==> config.mk <==
export PLATFORM = sky130hd
export DESIGN_NAME = rr_dest_scheduler_flat
export DESIGN_NICKNAME = d
export VERILOG_FILES = /design/src/rtl/rr_dest_scheduler_pkg.sv /design/src/rtl/rr_dest_scheduler_if.sv /design/src/rtl/rr_dest_scheduler_pick4.sv /design/src/rtl/rr_dest_scheduler.sv /design/src/flat_wrapper.sv
export SDC_FILE = /design/constraint.sdc
export NUM_CORES = 1
export LEC_CHECK = 0
export BUFFER_PORTS_ARGS = -buffer_cell sky130_fd_sc_hd__buf_2
export CAP_MARGIN = 20
export CORE_MARGIN = 8
export CORE_UTILIZATION = 56
export CTS_BUF_LIST = sky130_fd_sc_hd__clkbuf_16
export CTS_CLUSTER_DIAMETER = 200
export CTS_CLUSTER_SIZE = 28
export DETAILED_ROUTE_END_ITERATION = 10
export PLACE_DENSITY_LB_ADDON = 0.2
export SLEW_MARGIN = 5
export SYNTH_ARGS = -nofsm -noshare
export SYNTH_HDL_FRONTEND = slang
export SYNTH_SLANG_ARGS = --single-unit
==> constraint.sdc <==
create_clock -name clk -period 6.6 [get_ports clk]
set_input_delay 1.32 -clock clk [delete_from_list [all_inputs] [get_ports clk]]
set_output_delay 1.32 -clock clk [all_outputs]
set_load 0.1 [all_outputs]
==> src/rtl/rr_dest_scheduler_pkg.sv <==
// Shared parameters, FSM encoding and word-field helpers for the
// destination-aware round-robin scheduler.
package rr_dest_scheduler_pkg;

    localparam int DATA_W   = 10;
    localparam int DEST_LSB = 8;
    localparam int CNT_W    = 8;
    localparam int N_PORTS  = 4;

    typedef enum logic [1:0] {
        INIT  = 2'd0,
        RUN   = 2'd1,
        DRAIN = 2'd2
    } state_e;

    function automatic logic [1:0] dest_of(input logic [DATA_W-1:0] word);
        return 2'(word >> DEST_LSB);
    endfunction

    function automatic logic [3:0] onehot4(input logic [1:0] idx);
        return 4'b0001 << idx;
    endfunction

endpackage

==> src/rtl/rr_dest_scheduler_if.sv <==
// Bundle of input-FIFO, output-FIFO and status signals between the
// FIFO banks (master) and the scheduler (slave).
interface rr_dest_scheduler_if;
    import rr_dest_scheduler_pkg::*;

    logic                enable;
    logic [3:0]          empty_in;
    logic [DATA_W-1:0]   head_0;
    logic [DATA_W-1:0]   head_1;
    logic [DATA_W-1:0]   head_2;
    logic [DATA_W-1:0]   head_3;
    logic [3:0]          afull_out;
    logic [3:0]          pop;
    logic [3:0]          push;
    logic [DATA_W-1:0]   data_out;
    logic [1:0]          grant_id;
    logic                idle;
    logic [CNT_W-1:0]    cnt_0;
    logic [CNT_W-1:0]    cnt_1;
    logic [CNT_W-1:0]    cnt_2;
    logic [CNT_W-1:0]    cnt_3;

    modport master (
        output enable, empty_in, head_0, head_1, head_2, head_3, afull_out,
        input  pop, push, data_out, grant_id, idle, cnt_0, cnt_1, cnt_2, cnt_3
    );

    modport slave (
        input  enable, empty_in, head_0, head_1, head_2, head_3, afull_out,
        output pop, push, data_out, grant_id, idle, cnt_0, cnt_1, cnt_2, cnt_3
    );

endinterface

==> src/rtl/rr_dest_scheduler_pick4.sv <==
// Combinational 4-way rotating-priority picker: the first requester at or
// after i_ptr (wrapping 3->0) wins.
module rr_pick4 (
    input  logic [3:0] i_req,
    input  logic [1:0] i_ptr,
    output logic [3:0] o_gnt,
    output logic [1:0] o_gnt_id,
    output logic       o_any
);

    logic [3:0] w_rot;
    logic [1:0] w_off;

    // Rotate so that bit 0 is the requester at the pointer position.
    assign w_rot = (i_req >> i_ptr) | (i_req << (3'd4 - {1'b0, i_ptr}));

    // Lowest set bit of the rotated vector is the offset from the pointer.
    always_comb begin
        w_off = 2'd3;
        if (w_rot[0]) begin
            w_off = 2'd0;
        end else if (w_rot[1]) begin
            w_off = 2'd1;
        end else if (w_rot[2]) begin
            w_off = 2'd2;
        end else begin
            w_off = 2'd3;
        end
    end

    assign o_any    = |i_req;
    assign o_gnt_id = i_ptr + w_off;
    assign o_gnt    = o_any ? (4'b0001 << o_gnt_id) : 4'b0000;

endmodule

==> src/rtl/rr_dest_scheduler.sv <==
// Destination-aware round-robin scheduler: pops one eligible input FIFO per
// cycle and pushes the word into its destination output FIFO one cycle later.
module rr_dest_scheduler
    import rr_dest_scheduler_pkg::*;
(
    input  logic               clk,
    input  logic               reset,
    rr_dest_scheduler_if.slave bus
);

    state_e              r_state;
    state_e              w_state_nxt;
    logic [1:0]          r_ptr;
    logic                r_vld;
    logic [DATA_W-1:0]   r_data;
    logic [1:0]          r_dest;
    logic [CNT_W-1:0]    r_cnt [N_PORTS];

    logic [DATA_W-1:0]   w_head [N_PORTS];
    logic [3:0]          w_req;
    logic [3:0]          w_gnt;
    logic [1:0]          w_gnt_id;
    logic                w_any;
    logic                w_arb_en;
    logic                w_grant;
    logic [3:0]          w_pop;

    assign w_head[0] = bus.head_0;
    assign w_head[1] = bus.head_1;
    assign w_head[2] = bus.head_2;
    assign w_head[3] = bus.head_3;

    // An input is eligible when it holds a word whose output has room.
    always_comb begin
        w_req = 4'b0000;
        for (int k = 0; k < N_PORTS; k++) begin
            w_req[k] = !bus.empty_in[k] && !bus.afull_out[dest_of(w_head[k])];
        end
    end

    rr_pick4 u_pick (
        .i_req    (w_req),
        .i_ptr    (r_ptr),
        .o_gnt    (w_gnt),
        .o_gnt_id (w_gnt_id),
        .o_any    (w_any)
    );

    // FSM state register.
    always_ff @(posedge clk or negedge reset) begin
        if (!reset) begin
            r_state <= INIT;
        end else begin
            r_state <= w_state_nxt;
        end
    end

    // FSM next state: every state follows enable once INIT has elapsed.
    always_comb begin
        w_state_nxt = r_state;
        case (r_state)
            INIT:    w_state_nxt = bus.enable ? RUN : DRAIN;
            RUN:     w_state_nxt = bus.enable ? RUN : DRAIN;
            DRAIN:   w_state_nxt = bus.enable ? RUN : DRAIN;
            default: w_state_nxt = INIT;
        endcase
    end

    // FSM outputs: only RUN may pop; grant_id reads 0 when nothing is granted.
    always_comb begin
        w_arb_en = 1'b0;
        case (r_state)
            RUN:     w_arb_en = 1'b1;
            INIT:    w_arb_en = 1'b0;
            DRAIN:   w_arb_en = 1'b0;
            default: w_arb_en = 1'b0;
        endcase
        w_grant = w_arb_en && w_any;
        if (w_grant) begin
            w_pop        = w_gnt;
            bus.grant_id = w_gnt_id;
        end else begin
            w_pop        = 4'b0000;
            bus.grant_id = 2'd0;
        end
    end

    // Stage register and rotating pointer, loaded on the grant edge.
    always_ff @(posedge clk or negedge reset) begin
        if (!reset) begin
            r_ptr  <= 2'd0;
            r_vld  <= 1'b0;
            r_data <= {DATA_W{1'b0}};
            r_dest <= 2'd0;
        end else if (w_grant) begin
            r_ptr  <= w_gnt_id + 2'd1;
            r_vld  <= 1'b1;
            r_data <= w_head[w_gnt_id];
            r_dest <= dest_of(w_head[w_gnt_id]);
        end else begin
            r_vld  <= 1'b0;
        end
    end

    // Per-output push counters; they wrap naturally at their width.
    always_ff @(posedge clk or negedge reset) begin
        if (!reset) begin
            for (int k = 0; k < N_PORTS; k++) begin
                r_cnt[k] <= {CNT_W{1'b0}};
            end
        end else begin
            for (int k = 0; k < N_PORTS; k++) begin
                if (r_vld && (r_dest == 2'(k))) begin
                    r_cnt[k] <= r_cnt[k] + {{(CNT_W-1){1'b0}}, 1'b1};
                end else begin
                    r_cnt[k] <= r_cnt[k];
                end
            end
        end
    end

    assign bus.pop      = w_pop;
    assign bus.push     = r_vld ? onehot4(r_dest) : 4'b0000;
    assign bus.data_out = r_data;
    assign bus.idle     = !r_vld && !(|w_pop);
    assign bus.cnt_0    = r_cnt[0];
    assign bus.cnt_1    = r_cnt[1];
    assign bus.cnt_2    = r_cnt[2];
    assign bus.cnt_3    = r_cnt[3];

endmodule

==> src/flat_wrapper.sv <==
// flat-port wrapper written by rule: the top's interface ports become plain ports
module rr_dest_scheduler_flat import rr_dest_scheduler_pkg::*;
  (clk, reset, bus_enable, bus_empty_in, bus_head_0, bus_head_1, bus_head_2, bus_head_3, bus_afull_out, bus_pop, bus_push, bus_data_out, bus_grant_id, bus_idle, bus_cnt_0, bus_cnt_1, bus_cnt_2, bus_cnt_3);
  rr_dest_scheduler_if bus_i ();
  input  logic clk;
  input  logic reset;
  input wire logic [$bits(bus_i.enable)-1:0] bus_enable;
  input wire logic [$bits(bus_i.empty_in)-1:0] bus_empty_in;
  input wire logic [$bits(bus_i.head_0)-1:0] bus_head_0;
  input wire logic [$bits(bus_i.head_1)-1:0] bus_head_1;
  input wire logic [$bits(bus_i.head_2)-1:0] bus_head_2;
  input wire logic [$bits(bus_i.head_3)-1:0] bus_head_3;
  input wire logic [$bits(bus_i.afull_out)-1:0] bus_afull_out;
  output wire logic [$bits(bus_i.pop)-1:0] bus_pop;
  output wire logic [$bits(bus_i.push)-1:0] bus_push;
  output wire logic [$bits(bus_i.data_out)-1:0] bus_data_out;
  output wire logic [$bits(bus_i.grant_id)-1:0] bus_grant_id;
  output wire logic [$bits(bus_i.idle)-1:0] bus_idle;
  output wire logic [$bits(bus_i.cnt_0)-1:0] bus_cnt_0;
  output wire logic [$bits(bus_i.cnt_1)-1:0] bus_cnt_1;
  output wire logic [$bits(bus_i.cnt_2)-1:0] bus_cnt_2;
  output wire logic [$bits(bus_i.cnt_3)-1:0] bus_cnt_3;
  assign bus_i.enable = bus_enable;
  assign bus_i.empty_in = bus_empty_in;
  assign bus_i.head_0 = bus_head_0;
  assign bus_i.head_1 = bus_head_1;
  assign bus_i.head_2 = bus_head_2;
  assign bus_i.head_3 = bus_head_3;
  assign bus_i.afull_out = bus_afull_out;
  assign bus_pop = bus_i.pop;
  assign bus_push = bus_i.push;
  assign bus_data_out = bus_i.data_out;
  assign bus_grant_id = bus_i.grant_id;
  assign bus_idle = bus_i.idle;
  assign bus_cnt_0 = bus_i.cnt_0;
  assign bus_cnt_1 = bus_i.cnt_1;
  assign bus_cnt_2 = bus_i.cnt_2;
  assign bus_cnt_3 = bus_i.cnt_3;
  rr_dest_scheduler u_core (.clk(clk), .reset(reset), .bus(bus_i));
endmodule
; Word-level counts from Yosys, hierarchy flattened
; Index checks and enable logic that the tools add are counted.
[totals]
reg_bits = 49
output_inout_bits = 53
[classes]
n_addsub = 7
n_lt_le_gt_ge = 5
eq_ne = 5
shift = 4
n_mux = 22
bitwise = 2
n_reduce_logical = 25
[ops]
columns = cell, count
row1 = $add A8 B1 Y8 const B, 4
row2 = $bmux W10 S2, 1
row3 = $mux W10, 2
row4 = $lt A2 B3 Y1 const B, 4
row5 = $mux W4, 3
row6 = $logic_and A1 B1 Y1, 10
row7 = $logic_not A1 Y1, 10
row8 = $mux W2, 5
row9 = $bmux W1 S2, 4
row10 = $reduce_or A4 Y1, 2
row11 = $shl A1 B2 Y4 const A, 2
row12 = $mux W1, 7
row13 = $eq A2 B2 Y1 const B, 3
row14 = $eq A2 B1 Y1 const B, 2
row15 = $logic_not A2 Y1, 2
row16 = $shl A4 B3 Y3, 1
row17 = $shr A4 B2 Y3, 1
row18 = $ge A3 B3 Y1 const B, 1
row19 = $not A2 Y3, 1
row20 = $or A3 B3 Y3, 1
row21 = $reduce_or A3 Y1, 1
row22 = $sub A3 B2 Y3 const A, 1
row23 = $add A2 B1 Y2 const B, 1
row24 = $add A2 B2 Y2, 1

; Logic depth before layout (Yosys ltp)
[depth]
word_depth = 16
ltp_mapped = 17
mapped_depth_nobuf = 13

; Modules after synthesis
; A second synthesis with hierarchy kept.
[hier_totals]
hier_cells = 213
area_unflattened_um2 = 2658.8
[modules_own_cells]
columns = mod, instances, cells_per_inst, area_per_inst_um2, seq_area_each_um2
row1 = rr_dest_scheduler, 1, 178, 2373.5, 1176.1
row2 = rr_pick4, 1, 35, 285.3, 0.0

; Worst setup path after synthesis
; OpenSTA, ideal clock, no wires.
[synth_path]
path_type = input port to output port
from = input bus_head_0[9]
to = output bus_pop[0]
arrival_ps = 5476
required_time_ps = 5280
path_slack_ps = -196
cell_stages = 8
path_cell_list = mux2i_1 -> a22o_1 -> a222oi_1 -> and3_1 -> ha_1 -> clkbuf_1 -> xnor3_1 -> nor3b_1
[synth_via]
elab_chain_cells = 13
elab_cells_between_ends = 16
[synth_lines]
columns = item, line
row1 = from (decl), flat_wrapper.sv:9  ; input wire logic [$bits(bus_i.head_0)-1:0] bus_head_0;
row2 = $bmux W1 S2 *, rr_dest_scheduler.sv:37  ; w_req[k] = !bus.empty_in[k] && !bus.afull_out[dest_of(w_head[k])];
row3 = $mux W1 (implied by the code) *, rr_dest_scheduler.sv:37
row4 = $logic_not A1 Y1 *, rr_dest_scheduler.sv:37
row5 = $logic_and A1 B1 Y1 *, rr_dest_scheduler.sv:37
row6 = $shl A4 B3 Y3 or $shr A4 B2 Y3 (tied branches), rr_dest_scheduler_pick4.sv:15  ; assign w_rot = (i_req >> i_ptr) | (i_req << (3'd4 - {1'b0, i_ptr}));
row7 = $or A3 B3 Y3, rr_dest_scheduler_pick4.sv:15
row8 = $mux W1, rr_dest_scheduler_pick4.sv:24  ; end else if (w_rot[2]) begin
row9 = $mux W2, rr_dest_scheduler_pick4.sv:22  ; end else if (w_rot[1]) begin
row10 = $mux W2, rr_dest_scheduler_pick4.sv:20  ; if (w_rot[0]) begin
row11 = $add A2 B2 Y2, rr_dest_scheduler_pick4.sv:32  ; assign o_gnt_id = i_ptr + w_off;
row12 = $shl A1 B2 Y4, rr_dest_scheduler_pick4.sv:33  ; assign o_gnt = o_any ? (4'b0001 << o_gnt_id) : 4'b0000;
row13 = $mux W4, rr_dest_scheduler_pick4.sv:33
row14 = $mux W4 *, rr_dest_scheduler.sv:79  ; if (w_grant) begin
row15 = to (decl), flat_wrapper.sv:14  ; output wire logic [$bits(bus_i.pop)-1:0] bus_pop;
; Every way passes the cells marked *; elsewhere a longest branch is shown, timed or not. The select of a mux whose other input is x is not followed.

; Final worst setup path
[layout_path]
from = register u_core.r_ptr[1]
to = output bus_idle
[layout_via]
elab_chain_cells = 13
elab_cells_between_ends = 14
[layout_lines]
columns = item, line
row1 = from (decl), rr_dest_scheduler.sv:13  ; logic [1:0] r_ptr;
row2 = from (signal assigned), rr_dest_scheduler.sv:96  ; r_ptr <= w_gnt_id + 2'd1;
row3 = $sub A3 B2 Y3, rr_dest_scheduler_pick4.sv:15
row4 = $shl A4 B3 Y3, rr_dest_scheduler_pick4.sv:15
row5 = $or A3 B3 Y3, rr_dest_scheduler_pick4.sv:15
row6 = $mux W1, rr_dest_scheduler_pick4.sv:24
row7 = $mux W2, rr_dest_scheduler_pick4.sv:22
row8 = $mux W2, rr_dest_scheduler_pick4.sv:20
row9 = $add A2 B2 Y2 *, rr_dest_scheduler_pick4.sv:32
row10 = $shl A1 B2 Y4 *, rr_dest_scheduler_pick4.sv:33
row11 = $mux W4 *, rr_dest_scheduler_pick4.sv:33
row12 = $mux W4 *, rr_dest_scheduler.sv:79
row13 = $reduce_or A4 Y1 *, rr_dest_scheduler.sv:125  ; assign bus.idle = !r_vld && !(|w_pop);
row14 = $logic_not A1 Y1 *, rr_dest_scheduler.sv:125
row15 = $logic_and A1 B1 Y1 *, rr_dest_scheduler.sv:125
row16 = to (decl), flat_wrapper.sv:18  ; output wire logic [$bits(bus_i.idle)-1:0] bus_idle;
; Every way passes the cells marked *; elsewhere a longest branch is shown, timed or not.

==> metrics.md <==
| Metric | Value |
|---|---|
| Critical R2R Capture | u_core.bus.data_out[2] |
| Cell count of the worst reg-to-reg path | 13 |
| Post_cts resized | 0 |
| Die area | 8450 µm² |
| Min-delay worst type | reg -> reg |
| Routability congestion estimate | 0.886 |
| Worst-Skew Late Latency | 0.28 ns |
| Async set-reset flop share out of synthesis | 1.00 |
| Hold Crit Depth | 1 |
| Crit Path Max Fanout | 20 |
| Post-synthesis cell count | 335 |
| Die W | 91.9 µm |
| Hold_buf cts | 0 |
| First DRT Iteration DRCs | 150 |
| N_diodes | 0 |
| IO Count | 104 |
| WHS Endpoint | u_core.r_state[1] |
| Met1 wire length | 3610 µm |
| DRC Markers | 0 |
| Number of global-route vias before repair | 3060 |
| Final net count | 490 |
| Clock-pin slew on the worst setup and hold paths | 0.07 ns |
| H-tree Lvls | 2 |
| RSZ-0062 raised after global routing | false |
| Final setup vio count | 0 |
| Total power | 2.35 mW |
| Count of pins over their slew limit | 0 |
| Met3 routed WL | 547 µm |
| Cells after DPL | 496 |
| Synth warnings | 0 |
| Max cap viols | 0 |
| Vias per cell | 5.90 |
| Max IR drop VDD | 0.000340 V |
| Hold Fails Final Rpt | 0 |
| FILL cells | 441 |
| Reg2reg setup slack | 2.28 ns |
| Register area share after synthesis | 0.364 |
| Antenna violations before repair | 0 |
| P&R area growth vs syn | 22.0% |
| Synthesized cell area | 3230 µm² |
| Syn Area/Cell | 9.64 µm² |
| Pwr dens | 597 nW/µm² |
| Ys flop type | dfrtp_1 |
| First-pass GRT wire length | 14400 µm |
| Clk_skew | 0.00739 ns |
| Worst slew pin tran | 0.809 ns |
| Synth Net Count | 393 |
| Flop and latch count out of synthesis | 47 |
| CP Class | reg -> out |
| Met2 wire length | 4120 µm |
| Global route overflow | 0 |
| Pin count of the biggest net entering global routing | 48 |
| Max Fclk | 0.169 GHz |
| Die H | 91.9 µm |
| Avg WL per Cell | 16.6 µm |
| EDFF count, synth | 0 |
| Final core occ | 0.711 |
| Post-CTS Setup Inserts | 0 |
| Reg-to-Reg Start | u_core.r_ptr[1] |
| CORE AREA | 5540 µm² |
| Post-route minimum period | 5.93 ns |
| DP HPWL | 6190 µm |
| DRT antenna net count | 0 |
| Crit start category | flop |
| Leak Pwr | 1.97 nW |
| Clock Sinks | 47 |
| Status | finished clean |
| CTS tree | done |
| Hold slack final | 0.468 ns |
| Drt pass-1 iters | 4 |
| Relative slew margins | 0.458 |
| Tcrit/Tclk final | 0.898 |
| Critical Path RT | 5.28 ns |
| Core Rows | 27 |
| Root Buffer | clkbuf_16 |
| Num CTS Buffers | 5 |
| Max Used Layer | met4 |
| CTS Buffer Depth | 2 |
| Port bufs | 103 |
| Gr usage total | 0.200 |
| Setup crit end kind | output port |
| Vias | 2978 |
| Layout cell share with drive strength beyond 1 | 0.342 |
| WP data arrival | 4.61 ns |
| Hold path start | u_core.r_state[1] |
| Aggregate routed wire length | 8380 µm |
| Initial Utilization | 0.583 |
| Setup TNS | 0 ns |
| Final cell count without fillers | 505 |
| Netlist cell types | 50 |
==> cell usage in the layout (no fill, tap or decap), types with 7 or more instances in the layout <==
cell | netlist | routed
buf_2 | 7 | 103
nand2_1 | 51 | 51
dfrtp_1 | 47 | 47
mux2i_1 | 26 | 26
xnor2_1 | 20 | 20
nor2_1 | 19 | 19
mux2_2 | 18 | 18
nand3_1 | 12 | 12
and3_1 | 12 | 12
a211oi_1 | 10 | 10
xor2_1 | 9 | 9
a22oi_1 | 8 | 8
nor3_1 | 8 | 7
a2111oi_0 | 7 | 7
o211ai_1 | 7 | 7
ha_1 | 7 | 7
==> critical path, cell delays in order (launching register included) <==
cell and delay, ns:
dfrtp_1 0.79, inv_2 0.26, ha_1 0.43, o21ai_0 0.13, and2_0 0.23, a222oi_1 0.55, and3_1 0.29, ha_1 0.47
xnor3_1 0.45, nand3b_1 0.13, a21oi_1 0.15, buf_2 0.44
==> flip-flops by register name, summed over array words and instances (netlist names) <==
| register | count |
|---|---|
| u_core.r_vld | 1 |
| u_core.bus.cnt_3 | 8 |
| u_core.bus.cnt_1 | 8 |
| u_core.r_ptr | 2 |
| u_core.bus.cnt_2 | 8 |
| u_core.bus.data_out | 8 |
| u_core.r_state | 2 |
| u_core.r_dest | 2 |
| u_core.bus.cnt_0 | 8 |
==> power breakdown <==
part	total [mW]	internal (mW)	switching, mW	leakage [nW]
sequential	0.445	0.356	0.0887	0.617
clock	0.251	0.140	0.111	0.0674
combinational	1.66	0.495	1.16	1.28
total	2.35	0.991	1.36	1.97
==> metrics by stage <==
| stage | cell area, µm² | worst slack (ns) |
|---|---|---|
| after floorplan | 3240 | 0.221 |
| after global placement | 3780 | 1.19 |
| after detailed placement | 3780 | 0.986 |
| after CTS | 3920 | 0.719 |
| after global routing | 3940 | 0.358 |
| final | 3940 | 0.673 |
==> area by class of cell <==
class | count | area, µm² | share of cell area
Inverter | 5 | 18.8 | 0.00476
Multi-Input combinational cell | 267 | 1960 | 0.497
Clock inverter | 3 | 20.0 | 0.00508
Tap cell | 72 | 90.1 | 0.0229
Sequential cell | 47 | 1180 | 0.298
Timing Repair Buffer | 106 | 551 | 0.140
Clock buffer | 5 | 125 | 0.0317
==> per-layer routing <==
metal,up-vias,track usage
li1,1429,-
met1,1431,0.249
met2,104,0.342
met3,14,0.0465
met4,0,0.0483
met5,-,0
==> cells by family (layout without fill, tap and decap cells) <==
family	Yosys count	in the layout	share of synthesized area
compound gates	57	57	0.143
xor+xnor	31	31	0.0926
fa+ha+maj	7	7	0.0271
buf+inv	21	119	0.0318
flops	47	47	0.364
mux	44	44	0.143
simple gates	128	128	0.198
==> cells in the mapped netlist, drive strengths merged (3+ instances only) <==
| master | count | share of area |
|---|---|---|
| mux2i | 26 | 0.081 |
| and2 | 3 | 0.0058 |
| dfrtp | 47 | 0.36 |
| nor2 | 19 | 0.022 |
| clkbuf | 6 | 0.0070 |
| a2111oi | 7 | 0.019 |
| a211oi | 10 | 0.023 |
| xor2 | 9 | 0.024 |
| nand2 | 51 | 0.059 |
| o211ai | 11 | 0.032 |
| nand3 | 12 | 0.019 |
| nor3 | 13 | 0.030 |
| xnor2 | 20 | 0.054 |
| mux2 | 18 | 0.063 |
| and3 | 12 | 0.023 |
| inv | 5 | 0.0058 |
| a22oi | 8 | 0.019 |
| a32oi | 3 | 0.0081 |
| ha | 7 | 0.027 |
| a22o | 3 | 0.0081 |
| nor2b | 5 | 0.0097 |
| nand4 | 4 | 0.0077 |
| buf | 10 | 0.019 |
==> worst max-delay path by stage <==
stage,cells past startpoint,slack [ns],to,start
2_1_floorplan,12,0.22,bus_pop[1],bus_head_3[9]
3_3_place_gp,10,1.19,bus_idle,bus_head_0[9]
3_5_place_dp,10,0.99,bus_idle,bus_head_0[9]
4_1_cts,11,0.72,bus_idle,u_core.r_ptr[1]
5_1_grt,11,0.36,bus_idle,u_core.r_ptr[1]
6_report,11,0.67,bus_idle,u_core.r_ptr[1]
No activity file was read; power rests on OpenSTA's default activity.
